--- src/rtl/fetch_pkg.sv ---
// Shared fetch-stage types and constants.
// State encoding, next-pc select codes, NOP word and pc step.
package fetch_pkg;

  typedef enum logic [1:0] {
    IDLE,
    FETCH,
    VALID,
    DISCARD
  } fetch_state_e;

  typedef enum logic [1:0] {
    SEL_HOLD,
    SEL_INC,
    SEL_TGT
  } pc_sel_e;

  localparam logic [31:0] NOP_INSTR = 32'h0000_0013;
  localparam logic [31:0] PC_STEP   = 32'd4;

endpackage

--- src/rtl/pc_next_sel.sv ---
// Next-pc mux: hold, pc+4 (wraps mod 2^32) or word-aligned target.
// Ports: pc_i, target_i, sel_i in; pc_next_o out.
module pc_next_sel
  import fetch_pkg::*;
(
  input  logic [31:0] pc_i,
  input  logic [31:0] target_i,
  input  pc_sel_e     sel_i,
  output logic [31:0] pc_next_o
);

  logic unused_tgt_bits;
  assign unused_tgt_bits = ^target_i[1:0];

  always_comb begin
    pc_next_o = pc_i;
    unique case (sel_i)
      SEL_INC: pc_next_o = pc_i + PC_STEP;
      SEL_TGT: pc_next_o = {target_i[31:2], 2'b00};
      default: pc_next_o = pc_i;
    endcase
  end

endmodule

--- src/rtl/instruction_fetch_unit.sv ---
// IF stage: pc, imem read/busywait handshake, one pc/instr to IF/ID.
// Ports: CLK/RESET, STALL, BRANCH_*, IMEM_*, PC_OUT, INSTRUCTION_OUT, BUSYWAIT_OUT.
module instruction_fetch_unit #(
  parameter logic [31:0] RESET_PC  = 32'h0000_0000,
  parameter logic [31:0] NOP_INSTR = fetch_pkg::NOP_INSTR
) (
  input  logic        CLK,
  input  logic        RESET,
  input  logic        STALL,
  input  logic        BRANCH_TAKEN,
  input  logic [31:0] BRANCH_TARGET,
  input  logic [31:0] IMEM_READDATA,
  input  logic        IMEM_BUSYWAIT,
  output logic        IMEM_READ,
  output logic [31:0] IMEM_ADDRESS,
  output logic [31:0] PC_OUT,
  output logic [31:0] INSTRUCTION_OUT,
  output logic        BUSYWAIT_OUT
);

  import fetch_pkg::*;

  fetch_state_e state_q, state_d;
  logic [31:0]  pc_q, pc_d;
  logic [31:0]  req_q, req_d;
  logic [31:0]  pc_out_q, pc_out_d;
  logic [31:0]  instr_q, instr_d;
  logic         rd_q, rd_d;
  logic         bsy_q, bsy_d;
  pc_sel_e      pc_sel;
  logic [31:0]  pc_next;

  pc_next_sel u_pc_next_sel (
    .pc_i      (pc_q),
    .target_i  (BRANCH_TARGET),
    .sel_i     (pc_sel),
    .pc_next_o (pc_next)
  );

  always_comb begin
    pc_sel = SEL_HOLD;
    unique case (state_q)
      VALID: begin
        if (BRANCH_TAKEN)
          pc_sel = SEL_TGT;
        else if (!STALL)
          pc_sel = SEL_INC;
      end
      default: begin
        if (BRANCH_TAKEN)
          pc_sel = SEL_TGT;
      end
    endcase
  end

  always_comb begin
    state_d  = state_q;
    req_d    = req_q;
    pc_out_d = pc_out_q;
    instr_d  = instr_q;
    pc_d     = pc_next;
    unique case (state_q)
      IDLE: begin
        req_d   = pc_next;
        state_d = FETCH;
      end
      FETCH: begin
        if (BRANCH_TAKEN) begin
          // busy: keep old address on the bus until it completes
          if (IMEM_BUSYWAIT)
            state_d = DISCARD;
          else
            req_d = pc_next;
        end else if (!IMEM_BUSYWAIT) begin
          instr_d  = IMEM_READDATA;
          pc_out_d = req_q;
          state_d  = VALID;
        end
      end
      VALID: begin
        if (BRANCH_TAKEN || !STALL) begin
          req_d   = pc_next;
          state_d = FETCH;
        end
      end
      DISCARD: begin
        if (!BRANCH_TAKEN && !IMEM_BUSYWAIT) begin
          req_d   = pc_q;
          state_d = FETCH;
        end
      end
      default: state_d = IDLE;
    endcase
    rd_d  = (state_d == FETCH) || (state_d == DISCARD);
    bsy_d = (state_d != VALID);
  end

  always_ff @(posedge CLK or negedge RESET) begin
    if (!RESET) begin
      state_q  <= IDLE;
      pc_q     <= RESET_PC;
      req_q    <= RESET_PC;
      pc_out_q <= RESET_PC;
      instr_q  <= NOP_INSTR;
      rd_q     <= 1'b0;
      bsy_q    <= 1'b1;
    end else begin
      state_q  <= state_d;
      pc_q     <= pc_d;
      req_q    <= req_d;
      pc_out_q <= pc_out_d;
      instr_q  <= instr_d;
      rd_q     <= rd_d;
      bsy_q    <= bsy_d;
    end
  end

  assign IMEM_READ       = rd_q;
  assign IMEM_ADDRESS    = req_q;
  assign PC_OUT          = pc_out_q;
  assign INSTRUCTION_OUT = instr_q;
  assign BUSYWAIT_OUT    = bsy_q;

endmodule

--- config.mk ---
export PLATFORM = sky130hd
export DESIGN_NAME = instruction_fetch_unit
export DESIGN_NICKNAME = d
export VERILOG_FILES = /design/src/rtl/fetch_pkg.sv /design/src/rtl/pc_next_sel.sv /design/src/rtl/instruction_fetch_unit.sv
export SDC_FILE = /design/constraint.sdc
export NUM_CORES = 1
export LEC_CHECK = 0
export CORE_ASPECT_RATIO = 0.75
export CORE_MARGIN = 2
export CORE_UTILIZATION = 49
export DETAILED_ROUTE_END_ITERATION = 8
export GPL_TIMING_DRIVEN = 1
export PLACE_DENSITY_LB_ADDON = 0.25
export SLEW_MARGIN = 20
export SYNTH_ARGS = -nofsm -noshare
export SYNTH_HDL_FRONTEND = slang
export SYNTH_SLANG_ARGS = --single-unit
--- constraint.sdc ---
create_clock -name CLK -period 2.8 [get_ports CLK]
set_input_delay 0.28 -clock CLK [delete_from_list [all_inputs] [get_ports CLK]]
set_output_delay 0.28 -clock CLK [all_outputs]
set_load 0.05 [all_outputs]
==> results.json <==
{
  "status": "complete, no violations",
  "numPortBuffers": 164,
  "vias": 5600,
  "netlist_area_sq_um": 6384,
  "ant_nets": 0,
  "async_reset_ff_share_pct": 100.0,
  "final-seq-area_sq_um": 3308,
  "synth_cells": 620,
  "critPathCaptureType": "register",
  "cts_sinks": 132,
  "leakage_nw": 3.674,
  "crit_path_start": "pc_q[14]",
  "setup_slack_ns": 0.2843,
  "finalSetupViolCount": 0,
  "final_util_pct": 69.51,
  "nets": 857,
  "wl_mm": 17.73,
  "synth_area_leaders": "dfrtp_1, mux2_2, nand2_1",
  "grt_setup_unrepaired": "no",
  "synth_ff_type": "dfrtp_1",
  "clockBufferDepth": 2,
  "cp.arrival_ns": 2.83,
  "placed_cell_area_sq_um": 8298,
  "ys_seq_area_share_pct": 51.82,
  "fin_area_sq_um": 8924,
  "post-route-min-period_ns": 2.516,
  "cts.reportedPaths.clkPinSlew_ns": 0.06,
  "clock_skew_ns": 0.006044,
  "tns_ns": 0,
  "seqPwrFrac_pct": 29.8,
  "synth-seq-cells": 132,
  "grt_max_degree": 58,
  "reg2reg_from": "pc_q[14]",
  "dieArea_sq_um": 13970,
  "worst_pin_slew_ns": 0.5455,
  "drive_gt1_share_pct": 17.04,
  "io_pins": 167,
  "final_cell_mix": "clkdlybuf4s50_1, dfrtp_1, nand2_1",
  "rows": 36,
  "yosys.area.top_type": "dfrtp_1",
  "place_congestion": 0.9257,
  "slowest_stage": "or4_1",
  "avgSynthCellArea_sq_um": 10.30,
  "grt.total_usage_pct": 26.19,
  "drtIter0Drc": 466,
  "cts_resized": 0,
  "start_util_pct": 49.73,
  "cts-htree-levels": 4,
  "root_buffer": "clkbuf_16",
  "hold_viol_final": 0,
  "p_switching_mw": 4.638,
  "slowest_delay_ns": 0.67,
  "antenna_cells": 0,
  "crit_end": "IMEM_ADDRESS[27]",
  "syn_to_final_growth_pct": 39.79,
  "start_kind": "register",
  "dp_cells": 936,
  "yosys.cell_types.count": 54,
  "worst_ir_drop_vdd_uv": 749.0,
  "p_int_mw": 5.853,
  "fin_crit_sh_pct": 89.85,
  "synthesis.nets": 692,
  "synth.top_cell.area_share_pct": 50.18,
  "drc": 0,
  "die_x_um": 135.8,
  "r2r_cells": 5,
  "dr.pass1.iters": 5,
  "timing.hold.ws_ns": 0.3580,
  "cts_buffers": 17,
  "antenna_found_initial": 0,
  "hold_path.class": "primary input to asynchronous set/reset pin",
  "p_per_area_nw_per_um2": 1176,
  "layout_commonest_cell": "clkdlybuf4s50_1",
  "required_ns": 3.12,
  "tritoncts": "built",
  "multi_input_area_sq_um": 2856,
  "fillers": 969,
  "slew_headroom_pct": 63.52,
  "p_comb_share_pct": 48.2,
  "die_h_um": 102.8,
  "switching_share_pct": 44.21,
  "clk_latency_ns": 0.42,
  "dp_hpwl_mm": 12.74,
  "crit_type": "register to register",
  "clockPowerShare_pct": 22.0,
  "drv_cap": 0,
  "final_max_slew_viol_count": 0,
  "r2r_slack_ns": 0.28,
  "synth_warnings": 0,
  "grt_overflow": 0,
  "grt_pass1_vias": 5504,
  "r2r-end": "IMEM_ADDRESS[27]",
  "fmax_mhz": 397.5,
  "cp_max_fo": 8,
  "dpl_worst_slack_ns": 0.1743,
  "total_power_mw": 10.49,
  "grt_pass1_wl_mm": 27.88,
  "fin_cells": 969,
  "via_per_inst": 5.779,
  "crit_chain": "nand4_1 -> or4_1 -> nor3_1 -> mux2i_1 -> o41ai_2",
  "drt-wirelength-per-cell_um": 18.30,
  "synth_edf_count": 0,
  "core_area_sq_um": 12840
}
==> worst max-delay path: cells and delay by family (launching register included) <==
kind	cells	cell delay [ns]
AND/OR/NAND/NOR	3	1.43
flip-flops	1	0.49
AO/OA/AOI/OAI	1	0.33
multiplexers	1	0.16
==> cells in the mapped netlist (5+ instances only) <==
master     number
nor2_1         42
o21a_1          5
nand2_1        71
mux2_2         64
o211ai_1        7
o22ai_1         5
a31oi_1        15
o31a_1          5
nor4_1          8
a2bb2oi_1       6
mux2i_1        13
nand4_1        11
dfrtp_1       128
and3_1          7
nand2b_1        8
nor3_1          9
o21ai_0        47
a32oi_1         6
clkbuf_1       36
inv_1          17
a21oi_1        18
a22oi_1         6
nand3_1        16
and2_1          7
o221ai_1        6
==> metal layers <==
metal	up-vias	track usage [%]	wire length [um]
met5	-	0	0
met4	0	9.856	300
met3	27	6.539	1331
met2	241	41.34	8353
met1	2743	35.42	7744
li1	2589	-	-
==> final cells by class <==
cell class	instances	share of cell area, %
clock buffer	18	4.921
clock inverter	14	1.977
inverter	17	0.7151
multi-input combinational	427	32.01
sequential	132	37.07
tap	171	2.398
timing repair buffer	190	20.91
==> state kept, by name, summed over array words and instances (netlist names) <==
register / count
BUSYWAIT_OUT: 1
IMEM_ADDRESS: 32
IMEM_READ: 1
INSTRUCTION_OUT: 32
PC_OUT: 32
pc_q: 32
state_q: 2
==> how the worst min path moves through the flow <==
stage                           end  slack [ns]  cells past startpoint
floorplan           IMEM_ADDRESS[0]       -0.02                      0
detailed placement       PC_OUT[10]        0.25                      1
global route             PC_OUT[10]        0.40                      2
CTS                      PC_OUT[10]        0.37                      2
finish                   PC_OUT[10]        0.36                      2
global placement         PC_OUT[10]        0.24                      1
==> power by group through the flow <==
stage               combinational [mW]  clock, mW  sequential (mW)
floorplan                         1.01          0             5.34
global placement                  5.00          0             3.09
detailed placement                5.07          0             3.15
CTS                               5.09       2.33             3.13
global route                      5.27       2.42             3.23
finish                            5.06       2.30             3.13
==> kinds of logic (layout without fill, tap and decap cells) <==
kind of cell / count (synthesis) / count (layout) / synth area share, %
AO/OA/AOI/OAI: 144 / 144 / 15.01
XOR/XNOR: 1 / 1 / 0.1372
adder cells (fa/ha/maj): 3 / 3 / 0.5881
buffers and inverters: 61 / 239 / 3.685
flip-flops: 132 / 132 / 51.82
multiplexers: 77 / 77 / 13.33
AND/OR/NAND/NOR: 202 / 202 / 15.43
==> repair_timing <==
item / 4_1_cts / 5_1_grt
hold buffers: 1 / 0
endpoints found under the hold margin: 47 / 0
setup buffers: 0 / 0
(Power assumes the default switching activity.)
